==> src/rtl/phase_pkg.sv <==
// Shared constants, LFSR helper and tuning-word FSM states for the phase accumulator slice.
package phase_pkg;

    localparam int unsigned ACC_W_DEF  = 24;
    localparam int unsigned ADDR_W_DEF = 9;
    localparam int unsigned DIV_W_DEF  = 16;

    // Fibonacci taps 16,14,13,11 map to bits 15,13,12,10.
    localparam logic [15:0] LFSR_SEED = 16'hACE1;
    localparam logic [15:0] LFSR_TAPS = 16'hB400;

    typedef enum logic {
        TW_IDLE,
        TW_PENDING
    } tw_state_e;

    function automatic logic [15:0] lfsr_next(input logic [15:0] state);
        return {state[14:0], ^(state & LFSR_TAPS)};
    endfunction

endpackage

==> src/rtl/phase_accumulator_if.sv <==
// Tuning-word handshake and phase output bundle between a controller and the phase accumulator.
interface phase_accumulator_if
    import phase_pkg::*;
#(
    parameter int ACC_W  = ACC_W_DEF,
    parameter int ADDR_W = ADDR_W_DEF
) ();

    logic [ACC_W-1:0]  tw_data;
    logic              tw_valid;
    logic              tw_ready;
    logic [ADDR_W-1:0] phase_addr;
    logic              phase_valid;
    logic              cycle_wrap;

    modport master (
        output tw_data,
        output tw_valid,
        input  tw_ready,
        input  phase_addr,
        input  phase_valid,
        input  cycle_wrap
    );

    modport slave (
        input  tw_data,
        input  tw_valid,
        output tw_ready,
        output phase_addr,
        output phase_valid,
        output cycle_wrap
    );

endinterface

==> src/rtl/tick_divider.sv <==
// Sample-rate divider: counts 0..div and fires tick whenever the count has reached div.
module tick_divider
    import phase_pkg::*;
#(
    parameter int DIV_W = DIV_W_DEF
) (
    input  logic             clk,
    input  logic             rst,
    input  logic [DIV_W-1:0] div,
    output logic             tick
);

    logic [DIV_W-1:0] count;

    // >= rather than == so lowering div below the running count still fires promptly.
    assign tick = (count >= div);

    // NOTE: sequential state uses non-blocking assignments so every register updates from pre-edge values.
    always_ff @(posedge clk) begin
        if (rst) begin
            count <= '0;
        end else if (tick) begin
            count <= '0;
        end else begin
            count <= count + DIV_W'(1);
        end
    end

endmodule

==> src/rtl/phase_accumulator.sv <==
// NCO phase source: accumulates the active tuning word per tick and emits the truncated address.
// Optional build macro PHASE_DITHER_EN adds LFSR dither to the truncation only.
module phase_accumulator
    import phase_pkg::*;
#(
    parameter int ACC_W  = ACC_W_DEF,
    parameter int ADDR_W = ADDR_W_DEF,
    parameter int DIV_W  = DIV_W_DEF
) (
    input  logic              clk,
    input  logic              rst,
    input  logic [DIV_W-1:0]  div,
    phase_accumulator_if.slave bus
);

    logic tick;

    tick_divider #(
        .DIV_W (DIV_W)
    ) u_tick_divider (
        .clk  (clk),
        .rst  (rst),
        .div  (div),
        .tick (tick)
    );

    logic [ACC_W-1:0]  acc;
    logic [ACC_W-1:0]  tw_active;
    logic [ACC_W-1:0]  tw_pending;
    logic [ACC_W:0]    sum;
    logic              carry;
    logic [ADDR_W-1:0] addr_nxt;

    logic [ADDR_W-1:0] phase_addr_q;
    logic              phase_valid_q;
    logic              cycle_wrap_q;
    logic              tw_ready_q;

    tw_state_e state;
    tw_state_e state_nxt;
    logic      accept;
    logic      apply;

    assign sum   = {1'b0, acc} + {1'b0, tw_active};
    assign carry = sum[ACC_W];

    // tw_ready_q is only high in IDLE, so accept implies an IDLE capture.
    assign accept = bus.tw_valid && tw_ready_q;

`ifdef PHASE_DITHER_EN
    localparam int DITH_W = ACC_W - ADDR_W;

    if (DITH_W > 16 || DITH_W < 1) begin : g_dither_width_check
        $error("phase_accumulator: ACC_W-ADDR_W must be in 1..16 for dithering");
    end

    logic [15:0]      lfsr;
    logic [ACC_W-1:0] dithered;

    always_ff @(posedge clk) begin
        if (rst) begin
            lfsr <= LFSR_SEED;
        end else if (tick) begin
            lfsr <= lfsr_next(lfsr);
        end
    end

    // Dither only perturbs the truncation; acc and the carry stay clean.
    assign dithered = sum[ACC_W-1:0] + ACC_W'(lfsr[DITH_W-1:0]);
    assign addr_nxt = dithered[ACC_W-1 -: ADDR_W];
`else
    assign addr_nxt = sum[ACC_W-1 -: ADDR_W];
`endif

    // NOTE: every always_comb output gets a default first so no path can infer a latch.
    always_comb begin
        state_nxt = state;
        apply     = 1'b0;
        unique case (state)
            TW_IDLE: begin
                if (accept) begin
                    state_nxt = TW_PENDING;
                end
            end
            TW_PENDING: begin
                // A stopped generator never wraps, so load it straight away.
                if (tw_active == '0 || (tick && carry)) begin
                    apply     = 1'b1;
                    state_nxt = TW_IDLE;
                end
            end
            default: begin
                state_nxt = TW_IDLE;
            end
        endcase
    end

    always_ff @(posedge clk) begin
        if (rst) begin
            state         <= TW_IDLE;
            acc           <= '0;
            tw_active     <= '0;
            tw_pending    <= '0;
            tw_ready_q    <= 1'b0;
            phase_addr_q  <= '0;
            phase_valid_q <= 1'b0;
            cycle_wrap_q  <= 1'b0;
        end else begin
            state         <= state_nxt;
            tw_ready_q    <= (state_nxt == TW_IDLE);
            phase_valid_q <= tick;
            cycle_wrap_q  <= tick && carry;

            if (accept) begin
                tw_pending <= bus.tw_data;
            end

            // The wrapping add itself used the old word; the new one counts from the next tick.
            if (apply) begin
                tw_active <= tw_pending;
            end

            if (tick) begin
                acc          <= sum[ACC_W-1:0];
                phase_addr_q <= addr_nxt;
            end
        end
    end

    assign bus.tw_ready    = tw_ready_q;
    assign bus.phase_addr  = phase_addr_q;
    assign bus.phase_valid = phase_valid_q;
    assign bus.cycle_wrap  = cycle_wrap_q;

endmodule

==> src/flat_wrapper.sv <==
// flat-port wrapper written by rule: the top's interface ports become plain ports
module phase_accumulator_flat import phase_pkg::*;
#(
    parameter int ACC_W  = ACC_W_DEF,
    parameter int ADDR_W = ADDR_W_DEF,
    parameter int DIV_W  = DIV_W_DEF
)
  (clk, rst, div, bus_tw_data, bus_tw_valid, bus_tw_ready, bus_phase_addr, bus_phase_valid, bus_cycle_wrap);
  phase_accumulator_if #(.ACC_W(ACC_W), .ADDR_W(ADDR_W)) bus_i ();
  input  logic clk;
  input  logic rst;
  input  logic [DIV_W-1:0] div;
  input wire logic [$bits(bus_i.tw_data)-1:0] bus_tw_data;
  input wire logic [$bits(bus_i.tw_valid)-1:0] bus_tw_valid;
  output wire logic [$bits(bus_i.tw_ready)-1:0] bus_tw_ready;
  output wire logic [$bits(bus_i.phase_addr)-1:0] bus_phase_addr;
  output wire logic [$bits(bus_i.phase_valid)-1:0] bus_phase_valid;
  output wire logic [$bits(bus_i.cycle_wrap)-1:0] bus_cycle_wrap;
  assign bus_i.tw_data = bus_tw_data;
  assign bus_i.tw_valid = bus_tw_valid;
  assign bus_tw_ready = bus_i.tw_ready;
  assign bus_phase_addr = bus_i.phase_addr;
  assign bus_phase_valid = bus_i.phase_valid;
  assign bus_cycle_wrap = bus_i.cycle_wrap;
  phase_accumulator #(.ACC_W(ACC_W), .ADDR_W(ADDR_W), .DIV_W(DIV_W)) u_core (.clk(clk), .rst(rst), .div(div), .bus(bus_i));
endmodule
==> config.mk <==
export PLATFORM = sky130hd
export DESIGN_NAME = phase_accumulator_flat
export DESIGN_NICKNAME = d
export VERILOG_FILES = /design/src/rtl/phase_pkg.sv /design/src/rtl/phase_accumulator_if.sv /design/src/rtl/tick_divider.sv /design/src/rtl/phase_accumulator.sv /design/src/flat_wrapper.sv
export SDC_FILE = /design/constraint.sdc
export NUM_CORES = 1
export LEC_CHECK = 0
export BUFFER_PORTS_ARGS = -buffer_cell sky130_fd_sc_hd__buf_2
export CAP_MARGIN = 10
export CORE_ASPECT_RATIO = 1.75
export CORE_MARGIN = 2
export CORE_UTILIZATION = 55
export CTS_BUF_LIST = sky130_fd_sc_hd__clkbuf_8
export DETAILED_ROUTE_END_ITERATION = 10
export GPL_TIMING_DRIVEN = 0
export PLACE_DENSITY = 0.75
export SETUP_SLACK_MARGIN = 0.4
export SYNTH_ARGS = -nofsm -noshare
export SYNTH_HDL_FRONTEND = slang
export SYNTH_SLANG_ARGS = --single-unit
==> constraint.sdc <==
create_clock -name clk -period 3.27 [get_ports clk]
set_clock_uncertainty 0.2 [all_clocks]
set_input_delay 0.1635 -clock clk [delete_from_list [all_inputs] [get_ports clk]]
set_output_delay 0.1635 -clock clk [all_outputs]
set_load 0.05 [all_outputs]
Word level (Yosys, flattened, before mapping)
Index checks and enable logic that the tools add are counted.

Equality and inequality tests: 0. $add $sub $neg: 2. Reduce and logical (&&, ||, !) cells: 5. Bitwise operators: 2. Mux-type cells: 5. Magnitude comparators: 1. Multiply operators: 0. Div/mod/pow operators: 0. Shift operators: 0.

Operator list (number): adder 24 x 24 -> 25 bit (1); logical NOT 24 bit (1); adder 16 x 1 -> 16 bit, second input constant (1); >= comparator 16 bit (1); 2-to-1 mux 1 bit (4); logical AND 1 bit (2); NOT 1 bit (2); case mux 1 bit (2 select lines) (1); OR reduction 2 bit (1); logical OR 1 bit (1).

Latch bits: 0. Bits in registers: 101. Bits of input ports: 43. Memories kept: 0. Logic and storage cells: 24. Output and inout port bits: 12. ROM bits: 0. Bits in writable memories: 0.

Depth between registers and ports, before layout
Gate-level depths: netlist (run 1).

Depth in word-level cells: 6. Mapped depth: 10. Depth with buffers taken out: 9.

By module
From an unflattened synthesis (run 1), not the netlist that was laid out.

Cells, all modules: 618. Area total of the unflattened synthesis: 5435.2 µm².

By module, submodules not included: phase_accumulator (area each 4171.5 µm², seq. area each 1521.5 µm², cells an instance 477, times used 1); tick_divider (area each 1263.7 µm², seq. area each 320.3 µm², cells an instance 141, times used 1).

Worst setup path before layout (run 1)
OpenSTA, ideal clock, no wires.

Kind: register to register. From: register u_core.tw_active[0]. To: register u_core.tw_active[10]. Buffers on the path: 1. Clock period less this slack: 2.708 ns. Library setup time: 0.125 ns. Data required time: 2.945 ns. Stages on the path, launching flop included: 11. Arrival time: 2.383 ns. Setup slack: 0.562 ns. Path through: dfxtp_1 > ha_1 > fa_1 > a211oi_2 > o211ai_1 > a21oi_1 > o211ai_2 > a41oi_4 > buf_8 > mux2i_1 > nor2_1.

Cells in the longest elaborated chain, start to end: 5. Elaborated cells on any way between the ends: 6. Those cells by class: 1 x add/sub; 2 x mux; 3 x reduce/logical.

Ends and longest elaborated chain: from (decl) (line phase_accumulator.sv:28) `logic [ACC_W-1:0] tw_active;`; from (signal assigned) (line phase_accumulator.sv:120) `tw_active <= tw_pending;`; adder 24 x 24 -> 25 bit (line phase_accumulator.sv:44) `assign sum = {1'b0, acc} + {1'b0, tw_active};`; logical AND 1 bit (line phase_accumulator.sv:87) `if (tw_active == '0 || (tick && carry)) begin`; logical OR 1 bit (*) (line phase_accumulator.sv:87); 2-to-1 mux 1 bit (*) (line phase_accumulator.sv:87); 2-to-1 mux 1 bit (*) (line phase_accumulator.sv:79) `unique case (state)`.

Mark *: on every way between the ends. The rest lies on a longest branch, timed or not. A chain may end at the register's enable or synchronous reset.

Worst setup path after layout (run 1)
From: register u_core.tw_active[17]. To: register u_core.tw_active[12].

The elaborated chain is that of the path after synthesis.

==> flow_summary.ini, run 1 <==
[critical_path]
critPathKind = reg2reg
worstSetupStartpoint = u_core.tw_active[17]
path_delay_family = compound AO/OA/AOI/OAI gates
cp_max_fo = 9
critPathBufInv = 3
start_kind = register
slowest_stage = dfxtp_1
cp_cell_sequence = ha_1 > buf_6 > a21oi_4 > o21ai_2 > a2111oi_4 > o211ai_2 > a41oi_4 > buf_12 > buf_8 > mux2i_1 > nor2_1
cp_data_arrival_time_ns = 2.98
r2r-start = u_core.tw_active[17]
cp-end-kind = register
slowest_delay_ns = 0.43
crit_required_ns = 3.32
rrSetupSlack_ns = 0.34

[detailed_routing]
routed-via-count = 4596
drtPass1Iterations = 4
via_per_inst = 5.557
wirelength_um = 13340
ant_nets = 0
drt_iter0_drc = 196
avgRoutedWirePerCell_um = 16.13
route.detailed.drc = 0

[timing]
rsz0062_at_grt = yes
worst_hold_slack_ns = 0.03037
fin_crit_sh_pct = 89.49
hold_viol_final = 0
finalSetupTns_ns = 0
fmax_mhz = 341.7
worstMarginPinSlew_ns = 0.6048
setup_violations = 0
max_slew_margin_pct = 59.68
slew_viol_final = 0
fin_crit_ns = 2.926

[placed_design]
port_buffers = 54
place.gp.congestion = 0.9520
place_hpwl_um = 10060
place_area_um2 = 5629
dp.cells = 778

[die]
start_util_pct = 55.68
die_h_um = 132.7
num_rows = 47
coreArea_um2 = 9350
die_x_um = 77.55
die_area_um2 = 10290
io_pins = 55

[finish]
diodes = 0
drive_above_1_share_pct = 18.30
layout.nets = 785
design_area_um2 = 6240
instances_no_fill = 827
area_growth_pct = 19.85

[global_route]
grt_max_degree = 19
top_usage_layer = met2
antenna_found_initial = 0
met1_usage_pct = 24.59
gr-usage-met3_pct = 3.956
grt_first_pass_wirelength_um = 21290
use_met2_pct = 51.79
gr-total-overflow = 0
grt_use_total_pct = 26.13
grt_pass1_vias = 4635

[hold_path]
hold_start = bus_tw_valid
hold_class = in2reg

[clock_network]
cts_made_buffers = 9
root_buffer = clkbuf_8
path_clk_slew_ns = 0.11
clock_sink_count = 92
clk_path_buf_depth = 2
htreeDepth = 3
insertion_delay_ns = 0.38
cts_tree = yes

[logic_synthesis]
synth_top_family_by_area = simple AND/OR/NAND/NOR gates
syn_nets = 687
syn_inst = 602
muxShareOfSynthArea_pct = 7.522
synth-seq-cells = 92
yosys.area_share.simple_pct = 18.87
synth_compound_area_share_pct = 16.08
async_flop_share_pct = 0
synth_edf_count = 0
synth_cell_types = 64
synth_xor_area_share_pct = 5.383
synth-seq-area-share_pct = 35.38
synth_area_um2 = 5206
synth_fa_ha_area_share_pct = 10.24
ys.flop_type = dfxtp_1
syn_area_per_cell_um2 = 8.648
yosys_warnings = 0

[power_and_ir_drop]
finalPower_mw = 2.177
power.leakage_nw = 2.850
powerDensity_nw_per_um2 = 348.9
irDropWorstVdd_mv = 0.3678

[status]
status = finished clean

[job]
drv_cap = 0
==> registers in the layout, summed over array words and instances, names as in the netlist <==
| name | cells |
|---|---|
| u_core.tw_active | 24 |
| u_core.bus.tw_ready | 1 |
| u_core.bus.phase_valid | 1 |
| u_core.u_tick_divider.count | 16 |
| u_core.state | 1 |
| u_core.acc | 24 |
| u_core.bus.cycle_wrap | 1 |
| u_core.tw_pending | 24 |
==> Yosys cell counts (all sizes together) (3+ instances only) <==
cell / n / share of area, %
nor4: 4 / 0.48
o31ai: 3 / 0.53
nor2b: 3 / 0.36
a31oi: 4 / 0.48
clkbuf: 13 / 0.94
nor2: 83 / 6.0
a21oi: 51 / 5.3
mux2i: 38 / 7.3
nand4: 8 / 0.96
o21ai: 13 / 1.3
or2: 3 / 0.36
ha: 41 / 9.9
a21o: 9 / 1.3
nand2: 77 / 5.6
xnor2: 15 / 2.5
xor2: 17 / 2.9
and3: 8 / 1.0
dfxtp: 92 / 35
inv: 23 / 1.7
nand2b: 3 / 0.36
buf: 23 / 3.6
nor3: 3 / 0.29
nor3b: 4 / 0.58
o21a: 4 / 0.58
a211oi: 11 / 1.7
nand3: 13 / 1.2
o211ai: 5 / 1.1
==> kinds of logic after synthesis <==
group / count (synthesis)
xor gates and xnor gates: 32
muxes: 39
DFF: 92
and+or+nand+nor: 219
adders and majority gates: 42
AOI/OAI and AO/OA: 117
buffers and inverters: 61
==> worst register-to-register path, cell delays in order, from the launching register on <==
cell and delay [ns]:
dfxtp_1 0.43, ha_1 0.27, buf_6 0.14, a21oi_4 0.14, o21ai_2 0.12, a2111oi_4 0.38
o211ai_2 0.23, a41oi_4 0.27, buf_12 0.18, buf_8 0.14, mux2i_1 0.25, nor2_1 0.06
==> cells in the final DEF, fill, tap and decap left out, types with 13 or more instances in the layout <==
cell type	count
xor2_1	17
xnor2_1	15
nand2_1	76
nor2_1	83
nand3_1	13
dlygate4sd3_1	26
clkbuf_1	13
dfxtp_1	90
ha_1	40
buf_2	57
a21oi_1	47
mux2i_1	38
buf_4	19
inv_1	23
==> metal layers <==
| layer | vias to the layer above | share of wire [%] |
|---|---|---|
| li1 | 2286 | - |
| met1 | 2160 | 35 |
| met5 | - | 0 |
| met2 | 114 | 57 |
| met3 | 36 | 3.4 |
| met4 | 0 | 4.4 |
==> path summary, 6_finish.rpt <==
check | end | depth (start not counted)
max | u_core.tw_active[12] | 11
min | u_core.tw_pending[14] | 4
max reg2reg | u_core.tw_active[12] | 11
min reg2reg | u_core.u_tick_divider.count[0] | 1
==> area by class of cell <==
class | count | area [um^2]
plain buffers | 38 | 261.5
fillers | 748 | 3110
flip-flops and latches | 92 | 1844
repair buffers | 87 | 625.6
clock inverters | 7 | 72.57
well taps | 122 | 152.6
clock buffers | 9 | 123.9
inverters | 23 | 86.33
multi-input cells | 449 | 3073
==> stage by stage <==
stage / utilization [%] / worst slack [ns]
floorplan: - / 0.5619
global placement: 60.20 / 0.2084
detailed placement: 60.20 / 0.1679
CTS: 65.21 / 0.3953
global route: 66.73 / 0.2557
finish: 66.73 / 0.3437
==> repair_timing <==
item	4_1_cts	5_1_grt
gates cloned	0	2
buffers inserted	3	4
pin swaps	2	6
hold buffers	24	0
endpoints found under the setup margin	27	37
hold endpoints to repair	24	0
resized for setup	2	10
==> where the power goes <==
group	total, mW	leakage (nW)	switching [mW]	internal [mW]
clock	0.744	0.0997	0.448	0.296
sequential	1.17	0.745	0.0207	1.15
combinational	0.266	2.01	0.132	0.134
total	2.18	2.85	0.601	1.58
No activity file was read; power rests on OpenSTA's default activity.
==> inputs of run 2 (changes only) <==
- clock period: 3.27 -> 2.87 ns (I/O delays scaled with it)
==> flow_summary.ini, run 2 (synthesis gave the netlist of run 1 again) <==
[finish]
layout_commonest_cell = nor2_1
drive_above_1_share_pct = 30.50
design_area_um2 = 7007
diodes = 0
final_cell_mix = nor2_1, nand2_1, dfxtp_1
reg.largest.list = u_core.acc: 24 flops, u_core.tw_active: 24 flops, u_core.tw_pending: 24 flops
layout.nets = 821
area_growth_pct = 34.58

[critical_path]
path_delay_family = compound AO/OA/AOI/OAI gates
slowest_stage = fa_2
cp_data_arrival_time_ns = 2.82
start_kind = register
crit_required_ns = 2.91
r2r-start = u_core.acc[0]
cp_max_fo = 5
cp_cell_sequence = ha_4 > fa_2 > a211oi_2 > o211ai_1 > a21oi_2 > o211ai_2 > a41oi_4 > buf_12 > buf_16 > mux2i_1 > nor2_1
critPathKind = reg2reg
reg2reg_to = u_core.tw_active[10]
cp-end-kind = register
reg2reg_depth = 11
rrSetupSlack_ns = 0.1
slowest_delay_ns = 0.37
critPathBufInv = 2

[detailed_routing]
route.detailed.drc = 0
drtPass1Iterations = 5
drt_iter0_drc = 269
wirelength_um = 15550
avgRoutedWirePerCell_um = 18.02
routed-via-count = 5019
via_per_inst = 5.816
ant_nets = 0

[placed_design]
place.gp.congestion = 0.9271
dpl_worst_slack_ns = 0.002841
port_buffers = 54
place_area_um2 = 5650
place_hpwl_um = 10080

[hold_path]
hold_depth = 4
min_to = u_core.tw_pending[14]
hold_class = in2reg
hold_start = bus_tw_valid

[power_and_ir_drop]
finalPower_mw = 2.618
powerDensity_nw_per_um2 = 373.6
power.leakage_nw = 3.099
irDropWorstVdd_mv = 0.3068

[clock_network]
clock_sink_count = 92
root_buffer = clkbuf_8
path_clk_slew_ns = 0.10
clk_path_buf_depth = 2
cts_tree = yes
insertion_delay_ns = 0.38
cts_made_buffers = 9
htreeDepth = 3

[global_route]
grt_pass1_vias = 4838
grt_max_degree = 19
grt_first_pass_wirelength_um = 22510
gr-total-overflow = 0
antenna_found_initial = 0
grt_use_total_pct = 27.82

[die]
io_pins = 55
die_h_um = 132.7
die_area_um2 = 10290
coreArea_um2 = 9350
start_util_pct = 55.68
die_x_um = 77.55
num_rows = 47

[timing]
rsz0062_at_grt = yes
fin_crit_sh_pct = 96.69
setup_violations = 0
max_slew_margin_pct = 51.83
fin_crit_ns = 2.775
hold_viol_final = 0
finalSetupTns_ns = 0
timing.final.ws_setup_ns = 0.09512
slew_viol_final = 0
worstMarginPinSlew_ns = 0.7226
fmax_mhz = 360.4

[status]
status = finished clean

[job]
drv_cap = 0
## run 2: worst max path at each step
stage                                    from                    to  slack, ns  cells after the start
after floorplan           u_core.tw_active[0]  u_core.tw_active[10]       0.35                     10
after global placement    u_core.tw_active[0]  u_core.tw_active[11]       0.08                     10
after detailed placement  u_core.tw_active[0]   u_core.tw_active[4]      0.003                     10
after CTS                 u_core.tw_active[0]   u_core.tw_active[4]       0.16                     11
after global routing      u_core.tw_active[0]  u_core.tw_active[23]       0.04                     11
final                           u_core.acc[0]  u_core.tw_active[10]        0.1                     11
## run 2: metrics by stage
stage | std cells | hold slack [ns] | utilization [%]
2_1_floorplan | 602 | 0.07946 | -
3_3_place_gp | 778 | 0.1859 | 60.43
3_5_place_dp | 778 | 0.1913 | 60.43
4_1_cts | 838 | 0.008505 | 69.82
5_1_grt | 863 | 0.05214 | 74.94
6_report | 863 | 0.03563 | 74.94
## run 2: final cells by class
cell class	count	area, um^2
multi-input cells	449	3386
fillers	652	2344
flip-flops and latches	92	1886
repair buffers	123	970.9
plain buffers	38	310.3
well taps	122	152.6
clock buffers	9	123.9
clock inverters	7	91.34
inverters	23	86.33
## run 2: per-layer routing
layer | routed length [um] | share of wire, % | up-vias | GRT usage, %
met5 | 0 | 0 | - | 0
met4 | 1147 | 7.4 | 0 | 18.75
met3 | 704 | 4.5 | 81 | 4.161
met2 | 8380 | 54 | 229 | 53.67
met1 | 5320 | 34 | 2354 | 26.05
li1 | - | - | 2355 | -
## run 2: power breakdown
| part | internal [mW] | switching, mW |
|---|---|---|
| Clock | 0.424 | 0.530 |
| Combinational | 0.168 | 0.170 |
| Sequential | 1.30 | 0.0255 |
| Total | 1.89 | 0.726 |
## run 2: worst reg2reg max path: stages (launching register included)
cell and delay [ns]:
dfxtp_2 0.36, ha_4 0.17, fa_2 0.37, a211oi_2 0.26
o211ai_1 0.13, a21oi_2 0.22, o211ai_2 0.15, a41oi_4 0.21
buf_12 0.16, buf_16 0.13, mux2i_1 0.21, nor2_1 0.07
## run 2: timing repair
action | CTS | global route
cloned | 2 | 2
buffers inserted | 17 | 22
hold endpoints to repair | 24 | 1
hold buffers | 25 | 1
setup endpoints to repair | 64 | 66
pin swaps | 11 | 19
gates resized for setup | 57 | 55
==> inputs of run 3 (changes only) <==
- SETUP_SLACK_MARGIN: 0.4 -> unset
==> flow_summary.ini, run 3 (synthesis gave the netlist of run 1 again) <==
[finish]
layout.nets = 786
seq_area_um2 = 1844
reg.largest.list = u_core.acc: 24 flops, u_core.tw_active: 24 flops, u_core.tw_pending: 24 flops
diodes = 0
drive_above_1_share_pct = 18.27
final_cell_mix = dfxtp_1, nor2_1, nand2_1
layout_commonest_cell = dfxtp_1
fillers = 749
instances_no_fill = 828
multiInputGateArea_um2 = 3073
area_growth_pct = 19.61

[status]
status = finished with violations
failed_checks = negative setup slack

[global_route]
grt_pass1_vias = 4649
grt_use_total_pct = 26.25
grt_max_degree = 19
grt_first_pass_wirelength_um = 21390
antenna_found_initial = 0
gr-total-overflow = 0

[clock_network]
root_buffer = clkbuf_8
clk_path_buf_depth = 2
clock_sink_count = 92
path_clk_slew_ns = 0.11
cts_made_buffers = 9
insertion_delay_ns = 0.38
cts_tree = yes
htreeDepth = 3

[die]
num_rows = 47
die_area_um2 = 10290
die_h_um = 132.7
coreArea_um2 = 9350
start_util_pct = 55.68
io_pins = 55
die_x_um = 77.55

[job]
drv_cap = 0

[power_and_ir_drop]
p_sw_share_pct = 27.58
pwr-share-seq_pct = 53.8
clkPwrFrac_pct = 34.3
powerDensity_nw_per_um2 = 396.9
switchingPower_mw = 0.6817
p_int_mw = 1.790
pwr-share-comb_pct = 11.9
finalPower_mw = 2.472
power.leakage_nw = 2.844
irDropWorstVdd_mv = 0.4186

[timing]
fin_crit_sh_pct = 100.1
fmax_mhz = 348.2
hold_viol_final = 0
worstMarginPinSlew_ns = 0.6474
max_slew_margin_pct = 56.84
fin_crit_ns = 2.872
slew_viol_final = 0
setup_violations = 3
rsz0062_at_grt = yes
worst_hold_slack_ns = 0.01574
timing.final.ws_setup_ns = -0.001808

[hold_path]
hold_class = in2reg

[detailed_routing]
drtPass1Iterations = 4
drt_iter0_drc = 227
wirelength_um = 13200
route.detailed.drc = 0
routed-via-count = 4618
ant_nets = 0
avgRoutedWirePerCell_um = 15.94
via_per_inst = 5.577

[critical_path]
cp_cell_sequence = ha_1 > buf_6 > a21oi_4 > o21ai_2 > a2111oi_4 > o211ai_2 > a41oi_4 > buf_6 > buf_4 > mux2i_1 > nor2_1
slowest_stage = dfxtp_1
critPathKind = reg2reg
slowest_delay_ns = 0.43
cp_max_fo = 9
cp_data_arrival_time_ns = 2.91
crit_required_ns = 2.90
start_kind = register
crit_top_cell = buf_6
cp-end-kind = register

[placed_design]
dp.cells = 778
port_buffers = 54
place_hpwl_um = 10060
place.gp.congestion = 0.9520
[run 3: per-layer routing]
metal | share of wire [%] | track usage, % | up-vias
met1 | 36 | 24.55 | 2169
met2 | 56 | 52.42 | 120
li1 | - | - | 2288
met3 | 3.4 | 3.956 | 41
met5 | 0 | 0 | -
met4 | 5.0 | 14.09 | 0
[run 3: repair_timing]
action	4_1_cts	5_1_grt
endpoints found under the hold margin	24	0
endpoints found under the setup margin	27	35
gates resized for setup	3	12
buffers inserted	3	5
pin swaps	2	6
cloned	0	1
hold buffers	25	0
[run 3: path summary, 6_finish.rpt]
kind,to,cells after the start,slack (ns),start
setup / recovery,u_core.tw_active[2],11,-0.002,u_core.tw_active[17]
hold / removal,u_core.tw_pending[14],4,0.02,bus_tw_valid
setup reg to reg,u_core.tw_active[2],11,-0.002,u_core.tw_active[17]
hold reg to reg,u_core.u_tick_divider.count[0],1,0.25,u_core.u_tick_divider.count[0]
[run 3: stage by stage]
step / utilization (%) / cell area, um^2 / TNS, ns / worst slack (ns)
final: 66.60 / 6227 / -0.004415 / -0.001808
after detailed placement: 60.20 / 5629 / -4.524 / -0.2321
after global routing: 66.60 / 6227 / -1.767 / -0.09425
after global placement: 60.20 / 5629 / -3.670 / -0.1916
after floorplan: - / 5206 / 0 / 0.1619
after CTS: 65.34 / 6110 / 0 / 0.06551
[run 3: layout make-up]
class	count	area share (%)
multi-input combinational	449	49.35
sequential	92	29.62
timing repair buffer	88	9.845
buffer	38	4.199
tap	122	2.451
clock buffer	9	1.989
inverter	23	1.386
clock inverter	7	1.165
[run 3: power by group through the flow]
stage | registers, mW | clock network [mW] | logic (mW)
floorplan | 1.36 | 0 | 0.158
global placement | 1.36 | 0 | 0.228
detailed placement | 1.36 | 0 | 0.234
CTS | 1.33 | 0.865 | 0.266
global route | 1.33 | 0.914 | 0.324
finish | 1.33 | 0.847 | 0.295
[run 3: worst max-delay path, delay by kind of cell, from the launching register on]
family          cells  cell delay (ns)
compound gates      5             1.15
fa+ha+maj           1             0.27
buf+inv             3             0.42
flops               1             0.43
mux                 1             0.19
simple gates        1             0.06
